$ cat src/rtl/face_pkg.sv
// Shared definitions for the skin-colour face detector: register map, ctrl bits,
// controller state encoding and default Cb/Cr window.
package face_pkg;

   localparam logic [2:0] ADDR_CB_LO = 3'd0;
   localparam logic [2:0] ADDR_CB_HI = 3'd1;
   localparam logic [2:0] ADDR_CR_LO = 3'd2;
   localparam logic [2:0] ADDR_CR_HI = 3'd3;
   localparam logic [2:0] ADDR_CTRL  = 3'd4;

   localparam int CTRL_EN_BIT     = 0;
   localparam int CTRL_COMMIT_BIT = 1;

   localparam logic [7:0] CB_LO_DEF = 8'd77;
   localparam logic [7:0] CB_HI_DEF = 8'd127;
   localparam logic [7:0] CR_LO_DEF = 8'd133;
   localparam logic [7:0] CR_HI_DEF = 8'd173;

   typedef enum logic [1:0] {
      ST_IDLE   = 2'd0,
      ST_ARMED  = 2'd1,
      ST_ACTIVE = 2'd2,
      ST_DONE   = 2'd3
   } fsm_state_e;

   // A window is usable only when both lower bounds sit strictly below their upper bounds.
   function automatic logic window_ok(input logic [7:0] cb_lo, input logic [7:0] cb_hi,
                                      input logic [7:0] cr_lo, input logic [7:0] cr_hi);
      return (cb_lo < cb_hi) && (cr_lo < cr_hi);
   endfunction

endpackage

$ cat src/rtl/face_det_ctrl_if.sv
// Host configuration bus of the face detector controller.
interface face_det_ctrl_if;
   logic       cfg_wr;
   logic [2:0] cfg_addr;
   logic [7:0] cfg_wdata;
   logic       cfg_ack;
   logic       cfg_err;

   modport master (output cfg_wr, output cfg_addr, output cfg_wdata,
                   input cfg_ack, input cfg_err);
   modport slave  (input cfg_wr, input cfg_addr, input cfg_wdata,
                   output cfg_ack, output cfg_err);
endinterface

$ cat src/rtl/face_thr_regs.sv
// Shadow/active Cb-Cr threshold bank: host writes land in shadow, a validated
// commit is copied to the active window at the next frame_start.
module face_thr_regs
   import face_pkg::*;
#(
   parameter logic [7:0] CB_LO_INIT = CB_LO_DEF,
   parameter logic [7:0] CB_HI_INIT = CB_HI_DEF,
   parameter logic [7:0] CR_LO_INIT = CR_LO_DEF,
   parameter logic [7:0] CR_HI_INIT = CR_HI_DEF
) (
   input  logic                  sclk,
   input  logic                  rst_n,
   face_det_ctrl_if.slave        cfg,
   input  logic                  frame_start,
   output logic [7:0]            cb_lower,
   output logic [7:0]            cb_upper,
   output logic [7:0]            cr_lower,
   output logic [7:0]            cr_upper,
   output logic                  enable
);

   logic [7:0] sh_cb_lo_r, sh_cb_hi_r, sh_cr_lo_r, sh_cr_hi_r;
   logic [7:0] act_cb_lo_r, act_cb_hi_r, act_cr_lo_r, act_cr_hi_r;
   logic       enable_r, commit_pend_r, cfg_ack_r, cfg_err_r;
   logic       commit_req_s, commit_ok_s, apply_s;

   assign commit_req_s = cfg.cfg_wr && (cfg.cfg_addr == ADDR_CTRL) && cfg.cfg_wdata[CTRL_COMMIT_BIT];
   assign commit_ok_s  = window_ok(sh_cb_lo_r, sh_cb_hi_r, sh_cr_lo_r, sh_cr_hi_r);
   // frame_start only ever sees the commit_pend already registered, never one arriving this cycle
   assign apply_s      = frame_start && commit_pend_r;

   // Host write decode into shadow and ctrl registers, plus the write acknowledge
   always_ff @(posedge sclk or negedge rst_n) begin
      if (!rst_n) begin
         sh_cb_lo_r <= CB_LO_INIT;
         sh_cb_hi_r <= CB_HI_INIT;
         sh_cr_lo_r <= CR_LO_INIT;
         sh_cr_hi_r <= CR_HI_INIT;
         enable_r   <= 1'b0;
         cfg_ack_r  <= 1'b0;
      end else begin
         cfg_ack_r <= cfg.cfg_wr;
         if (cfg.cfg_wr) begin
            case (cfg.cfg_addr)
               ADDR_CB_LO: sh_cb_lo_r <= cfg.cfg_wdata;
               ADDR_CB_HI: sh_cb_hi_r <= cfg.cfg_wdata;
               ADDR_CR_LO: sh_cr_lo_r <= cfg.cfg_wdata;
               ADDR_CR_HI: sh_cr_hi_r <= cfg.cfg_wdata;
               ADDR_CTRL:  enable_r   <= cfg.cfg_wdata[CTRL_EN_BIT];
               default:    enable_r   <= enable_r;
            endcase
         end
      end
   end

   // Commit validation and frame-boundary transfer of shadow into the active window
   always_ff @(posedge sclk or negedge rst_n) begin
      if (!rst_n) begin
         act_cb_lo_r   <= CB_LO_INIT;
         act_cb_hi_r   <= CB_HI_INIT;
         act_cr_lo_r   <= CR_LO_INIT;
         act_cr_hi_r   <= CR_HI_INIT;
         commit_pend_r <= 1'b0;
         cfg_err_r     <= 1'b0;
      end else begin
         if (apply_s) begin
            act_cb_lo_r <= sh_cb_lo_r;
            act_cb_hi_r <= sh_cb_hi_r;
            act_cr_lo_r <= sh_cr_lo_r;
            act_cr_hi_r <= sh_cr_hi_r;
         end
         if (commit_req_s && commit_ok_s) begin
            commit_pend_r <= 1'b1;
         end else if (apply_s) begin
            commit_pend_r <= 1'b0;
         end
         if (commit_req_s) begin
            cfg_err_r <= !commit_ok_s;
         end
      end
   end

   assign cb_lower    = act_cb_lo_r;
   assign cb_upper    = act_cb_hi_r;
   assign cr_lower    = act_cr_lo_r;
   assign cr_upper    = act_cr_hi_r;
   assign enable      = enable_r;
   assign cfg.cfg_ack = cfg_ack_r;
   assign cfg.cfg_err = cfg_err_r;

endmodule

$ cat src/rtl/face_det_ctrl.sv
// Frame-level controller for the skin-colour face detector: sequences frames,
// counts detector beats and skin pixels, reports a per-frame skin total.
module face_det_ctrl
   import face_pkg::*;
#(
   parameter int         PIX_PER_FRAME = 307200,
   parameter int         CNT_W         = 19,
   parameter logic [7:0] CB_LO_INIT    = CB_LO_DEF,
   parameter logic [7:0] CB_HI_INIT    = CB_HI_DEF,
   parameter logic [7:0] CR_LO_INIT    = CR_LO_DEF,
   parameter logic [7:0] CR_HI_INIT    = CR_HI_DEF
) (
   input  logic             sclk,
   input  logic             rst_n,
   face_det_ctrl_if.slave   cfg,
   input  logic             frame_start,
   input  logic             face_flag,
   input  logic [7:0]       face_data,
   output logic [7:0]       cb_lower,
   output logic [7:0]       cb_upper,
   output logic [7:0]       cr_lower,
   output logic [7:0]       cr_upper,
   output logic             det_en,
   output logic             frame_done,
   output logic [CNT_W-1:0] skin_cnt,
   output logic             frame_err
);

   localparam logic [CNT_W-1:0] LAST_PIX = CNT_W'(PIX_PER_FRAME - 1);
   localparam logic [CNT_W-1:0] CNT_ONE  = CNT_W'(1);
   localparam logic [CNT_W-1:0] CNT_ZERO = CNT_W'(0);

   fsm_state_e       state_r, state_s;
   logic [CNT_W-1:0] pix_cnt_r, pix_cnt_s, skin_acc_r, skin_acc_s;
   logic [CNT_W-1:0] skin_bit_s, skin_total_s, skin_cnt_r;
   logic             enable_s, done_s, err_s;
   logic             det_en_r, frame_done_r, frame_err_r;
   logic             data_unused_s;

   face_thr_regs #(
      .CB_LO_INIT(CB_LO_INIT), .CB_HI_INIT(CB_HI_INIT),
      .CR_LO_INIT(CR_LO_INIT), .CR_HI_INIT(CR_HI_INIT)
   ) u_thr_regs (
      .sclk(sclk), .rst_n(rst_n), .cfg(cfg), .frame_start(frame_start),
      .cb_lower(cb_lower), .cb_upper(cb_upper), .cr_lower(cr_lower), .cr_upper(cr_upper),
      .enable(enable_s)
   );

   // Only the mask MSB carries the skin decision
   assign skin_bit_s    = {{(CNT_W-1){1'b0}}, face_data[7]};
   assign skin_total_s  = skin_acc_r + skin_bit_s;
   assign data_unused_s = ^face_data[6:0];

   // Next-state, counter update and event pulses
   always_comb begin
      state_s    = state_r;
      pix_cnt_s  = pix_cnt_r;
      skin_acc_s = skin_acc_r;
      done_s     = 1'b0;
      err_s      = 1'b0;
      case (state_r)
         ST_IDLE: begin
            if (enable_s) state_s = ST_ARMED;
            else          state_s = ST_IDLE;
         end
         ST_ARMED: begin
            if (!enable_s) begin
               state_s = ST_IDLE;
            end else if (frame_start) begin
               state_s    = ST_ACTIVE;
               pix_cnt_s  = CNT_ZERO;
               skin_acc_s = CNT_ZERO;
            end else begin
               state_s = ST_ARMED;
            end
         end
         ST_ACTIVE: begin
            if (frame_start) begin
               err_s      = 1'b1;
               pix_cnt_s  = CNT_ZERO;
               skin_acc_s = CNT_ZERO;
            end else if (face_flag) begin
               if (pix_cnt_r == LAST_PIX) begin
                  state_s = ST_DONE;
                  done_s  = 1'b1;
               end else begin
                  pix_cnt_s  = pix_cnt_r + CNT_ONE;
                  skin_acc_s = skin_total_s;
               end
            end else begin
               state_s = ST_ACTIVE;
            end
         end
         ST_DONE: begin
            if (enable_s) state_s = ST_ARMED;
            else          state_s = ST_IDLE;
         end
         default: state_s = ST_IDLE;
      endcase
   end

   // State, counters and registered outputs
   always_ff @(posedge sclk or negedge rst_n) begin
      if (!rst_n) begin
         state_r      <= ST_IDLE;
         pix_cnt_r    <= CNT_ZERO;
         skin_acc_r   <= CNT_ZERO;
         skin_cnt_r   <= CNT_ZERO;
         det_en_r     <= 1'b0;
         frame_done_r <= 1'b0;
         frame_err_r  <= 1'b0;
      end else begin
         state_r      <= state_s;
         pix_cnt_r    <= pix_cnt_s;
         skin_acc_r   <= skin_acc_s;
         det_en_r     <= (state_s == ST_ACTIVE);
         frame_done_r <= done_s;
         frame_err_r  <= err_s;
         if (done_s) begin
            skin_cnt_r <= skin_total_s;
         end
      end
   end

   assign det_en     = det_en_r;
   assign frame_done = frame_done_r;
   assign frame_err  = frame_err_r;
   assign skin_cnt   = skin_cnt_r;

endmodule

$ cat src/flat_wrapper.sv
// flat-port wrapper written by rule: the top's interface ports become plain ports
module face_det_ctrl_flat import face_pkg::*;
#(
   parameter int         PIX_PER_FRAME = 307200,
   parameter int         CNT_W         = 19,
   parameter logic [7:0] CB_LO_INIT    = CB_LO_DEF,
   parameter logic [7:0] CB_HI_INIT    = CB_HI_DEF,
   parameter logic [7:0] CR_LO_INIT    = CR_LO_DEF,
   parameter logic [7:0] CR_HI_INIT    = CR_HI_DEF
)
  (sclk, rst_n, frame_start, face_flag, face_data, cb_lower, cb_upper, cr_lower, cr_upper, det_en, frame_done, skin_cnt, frame_err, cfg_cfg_wr, cfg_cfg_addr, cfg_cfg_wdata, cfg_cfg_ack, cfg_cfg_err);
  face_det_ctrl_if cfg_i ();
  input  logic sclk;
  input  logic rst_n;
  input  logic frame_start;
  input  logic face_flag;
  input  logic [7:0] face_data;
  output logic [7:0] cb_lower;
  output logic [7:0] cb_upper;
  output logic [7:0] cr_lower;
  output logic [7:0] cr_upper;
  output logic det_en;
  output logic frame_done;
  output logic [CNT_W-1:0] skin_cnt;
  output logic frame_err;
  input wire logic [$bits(cfg_i.cfg_wr)-1:0] cfg_cfg_wr;
  input wire logic [$bits(cfg_i.cfg_addr)-1:0] cfg_cfg_addr;
  input wire logic [$bits(cfg_i.cfg_wdata)-1:0] cfg_cfg_wdata;
  output wire logic [$bits(cfg_i.cfg_ack)-1:0] cfg_cfg_ack;
  output wire logic [$bits(cfg_i.cfg_err)-1:0] cfg_cfg_err;
  assign cfg_i.cfg_wr = cfg_cfg_wr;
  assign cfg_i.cfg_addr = cfg_cfg_addr;
  assign cfg_i.cfg_wdata = cfg_cfg_wdata;
  assign cfg_cfg_ack = cfg_i.cfg_ack;
  assign cfg_cfg_err = cfg_i.cfg_err;
  face_det_ctrl #(.PIX_PER_FRAME(PIX_PER_FRAME), .CNT_W(CNT_W), .CB_LO_INIT(CB_LO_INIT), .CB_HI_INIT(CB_HI_INIT), .CR_LO_INIT(CR_LO_INIT), .CR_HI_INIT(CR_HI_INIT)) u_core (.sclk(sclk), .rst_n(rst_n), .cfg(cfg_i), .frame_start(frame_start), .face_flag(face_flag), .face_data(face_data), .cb_lower(cb_lower), .cb_upper(cb_upper), .cr_lower(cr_lower), .cr_upper(cr_upper), .det_en(det_en), .frame_done(frame_done), .skin_cnt(skin_cnt), .frame_err(frame_err));
endmodule
$ cat config.mk
export PLATFORM = sky130hd
export DESIGN_NAME = face_det_ctrl_flat
export DESIGN_NICKNAME = d
export VERILOG_FILES = /design/src/rtl/face_pkg.sv /design/src/rtl/face_det_ctrl_if.sv /design/src/rtl/face_thr_regs.sv /design/src/rtl/face_det_ctrl.sv /design/src/flat_wrapper.sv
export SDC_FILE = /design/constraint.sdc
export NUM_CORES = 1
export LEC_CHECK = 0
export CAP_MARGIN = 40
export CELL_PAD_IN_SITES_DETAIL_PLACEMENT = 1
export CELL_PAD_IN_SITES_GLOBAL_PLACEMENT = 2
export CORE_ASPECT_RATIO = 1.25
export CORE_MARGIN = 3
export CORE_UTILIZATION = 39
export DETAILED_ROUTE_END_ITERATION = 7
export HOLD_SLACK_MARGIN = 0.03
export PLACE_DENSITY = 0.87
export SLEW_MARGIN = 5
export SYNTH_ARGS = -nofsm -noshare
export SYNTH_HDL_FRONTEND = slang
export SYNTH_SLANG_ARGS = --single-unit
$ cat constraint.sdc
create_clock -name sclk -period 6 [get_ports sclk]
set_input_delay 1.2 -clock sclk [delete_from_list [all_inputs] [get_ports sclk]]
set_output_delay 1.2 -clock sclk [all_outputs]
set_load 0.1 [all_outputs]
==> qor.yml <==
status: "finished, final reports clean"
nNetsFinal: 730
cp-end-kind: "flip-flop"
synth.area.mux_share_pct: 8.686
cts-buffers-inserted: 17
max_stage_delay_ns: 0.60
drive_gt1_share_pct: 27.14
cellLeakagePower_nw: 3.724
h-tree-depth: 4
synthAdderAreaFrac_pct: 3.901
nFillCells: 1575
cts_root_buffer: "clkbuf_16"
holdPathStages: 2
power_mw: 4.033
min_period_over_period_pct: 54.70
cpLargestDelayFamily: "simple AND/OR/NAND/NOR gates"
finalWirelength_um: 17490
skew_ns: 0.01245
maxCapViolations: 0
n_antenna_cell: 0
synth_edf_count: 0
cp-startpoint: "frame_start"
antenna_found_initial: 0
slew-limit-headroom_pct: 45.49
r2r_start: "u_core.state_r[0]"
pwr-share-seq_pct: 29.9
crit_buf_inv: 2
grt_pass1_vias: 5366
mostFrequentLayoutCells: "dfrtp_1, clkdlybuf4s50_1, o21ai_0"
tightest_slew_ns: 0.8140
cts_buffer_depth: 2
crit_slowest_cell: "clkdlybuf4s50_1"
tritoncts: "yes"
synth-simple-area-share_pct: 14.85
rsz0062_at_grt: "false"
first_iter_violations: 225
seq_area_frac_synth_pct: 54.17
grt_max_degree: 70
period_minus_slack_ns: 3.282
synthXorXnorAreaFrac_pct: 3.162
p_sw_share_pct: 40.65
syn2layout_area_growth_pct: 40.51
power.density_nw_per_um2: 471.0
synth_top_family_by_area: "simple AND/OR/NAND/NOR gates"
boundaryPins: 80
hold_buffers: 0
rr_worst_depth: 8
track_usage_pct: 21.10
switchingPower_mw: 1.639
synth_compound_area_share_pct: 11.95
finalSetupViolations: 0
synthCells: 559
clock_sinks: 130
synth-async-reset-ratio_pct: 100.0
syn_avg_cell_area_um2: 10.90
ir_drop_uv: 177.2
io_buffers: 72
fmax_mhz: 304.7
clk_pin_slew_worst_paths_ns: 0.06
synth.distinct_cells: 50
finalHoldViolations: 0
comb_power_share_pct: 43.7
hpwl_um: 11880
drc: 0
final_common_cell: "dfrtp_1"
start_kind: "primary input"
grt-ovfl-total: 0
gp_congestion: 0.8188
dieArea_um2: 17170
die_w_um: 117.8
ys.flop_type: "dfrtp_1"
hp-class: "reg2reg"
crit_arrival_ns: 3.61
yosysWarnings: 0
crit_chain: "clkdlybuf4s50_1 > nand4bb_1 > nor4_4 > and3_1 > buf_16 > nor2_1 > a21oi_1"
crit_required_ns: 6.33
drv_slew: 0
start_util_pct: 40.25
path_max_fanout: 24
synth_fp_nets: 602
avgViaCountPerCell: 5.367
vias: 4873
clock_power_share_pct: 26.4
post_cts_buffers: 0
min_from: "u_core.u_thr_regs.cb_upper[6]"
netlist_area_um2: 6093
p_int_mw: 2.394
die_y_um: 145.8
worstSetupPathDepth: 7
wl_per_cell_um: 19.26
core_area_um2: 15140
ys_ff_latch: 130
antenna_left: 0
grt_first_pass_wirelength_um: 29120
fin_setup_tns_ns: 0
worstSetupPathType: "in2reg"
rows: 50
worstSkewPairLatency_ns: 0.42
dr.pass1.iters: 4
ctsResizeCount: 0
-- metrics by stage --
step	instance area [µm²]	hold WS (ns)	utilization [%]	worst slack [ns]	std cells
final	8562	0.4849	56.55	2.718	908
after CTS	8562	0.4888	56.55	2.672	908
after detailed placement	7958	0.4774	52.56	2.314	876
after floorplan	6093	0.4428	-	3.281	559
after global routing	8562	0.5156	56.55	2.525	908
after global placement	6969	0.4568	46.03	2.096	815
-- logic make-up after synthesis --
family,Yosys count
simple gates,171
flops,130
compound gates,123
buf+inv,47
mux,47
xor+xnor,22
fa+ha+maj,19
-- sequential cells by signal, indices dropped and copies added (netlist names), 2 cells and up --
register	count
u_core.u_thr_regs.cb_lower	8
u_core.state_r	2
u_core.u_thr_regs.cr_lower	8
u_core.u_thr_regs.sh_cr_lo_r	8
u_core.skin_acc_r	19
u_core.u_thr_regs.sh_cr_hi_r	8
u_core.skin_cnt	19
u_core.u_thr_regs.sh_cb_hi_r	8
u_core.pix_cnt_r	19
u_core.u_thr_regs.cb_upper	8
u_core.u_thr_regs.cr_upper	8
u_core.u_thr_regs.sh_cb_lo_r	8
-- metal layers --
layer  global-route usage (%)  vias to the layer above  wire length (µm)
met5                        0                        -                 0
met4                    6.745                        0               322
met3                    4.199                       21               592
met2                    39.34                      108              9708
met1                    24.10                     2500              6865
li1                         -                     2244                 -
-- layout make-up --
cell class,count,area [µm²],share of cell area (%)
clock buffer,19,442.9,5.173
multi-input combinational,382,2592,30.28
clock inverter,13,161.4,1.885
tap,208,260.3,3.040
sequential,130,3301,38.55
timing repair buffer,136,1729,20.20
inverter,20,75.07,0.8768
-- tightest hold or removal path, cell delays in order, from the launching register on --
cell and delay, ns:
dfstp_2 0.37, nand2_1 0.04, o21ai_0 0.06
-- power groups by stage --
| stage | clock network [mW] | registers [mW] | logic, mW |
|---|---|---|---|
| after floorplan | 0 | 1.94 | 0.300 |
| after global placement | 0 | 1.19 | 1.34 |
| after detailed placement | 0 | 1.22 | 1.76 |
| after CTS | 1.08 | 1.21 | 1.78 |
| after global routing | 1.12 | 1.23 | 1.84 |
| final | 1.06 | 1.21 | 1.76 |
-- Yosys cell counts, drive strengths merged (7+ instances only) --
master	number	area share, %
nand3	21	1.7
dfstp	38	16
nand4	9	1.0
nor2	41	2.5
a21oi	29	2.4
mux2	47	8.7
o31ai	16	2.0
ha	19	3.9
xor2	10	1.4
inv	20	1.2
o21ai	54	4.4
clkbuf	15	0.92
buf	12	1.1
nand2	47	2.9
dfrtp	92	38
a31oi	8	0.82
and3	8	0.82
xnor2	12	1.7
nor4	7	1.2
-- path summary, 6_finish.rpt --
kind,endpoint,slack (ns)
setup / recovery,u_core.skin_cnt[12],2.72
setup reg to reg,u_core.skin_cnt[12],3.50
min in group asynchronous,u_core.u_thr_regs.sh_cr_lo_r[1],0.79
hold reg to reg,u_core.u_thr_regs.cb_upper[6],0.48
hold / removal,u_core.u_thr_regs.cb_upper[6],0.48
max in group asynchronous,u_core.u_thr_regs.sh_cb_lo_r[7],4.06
Power figures use the tool's default switching activity.
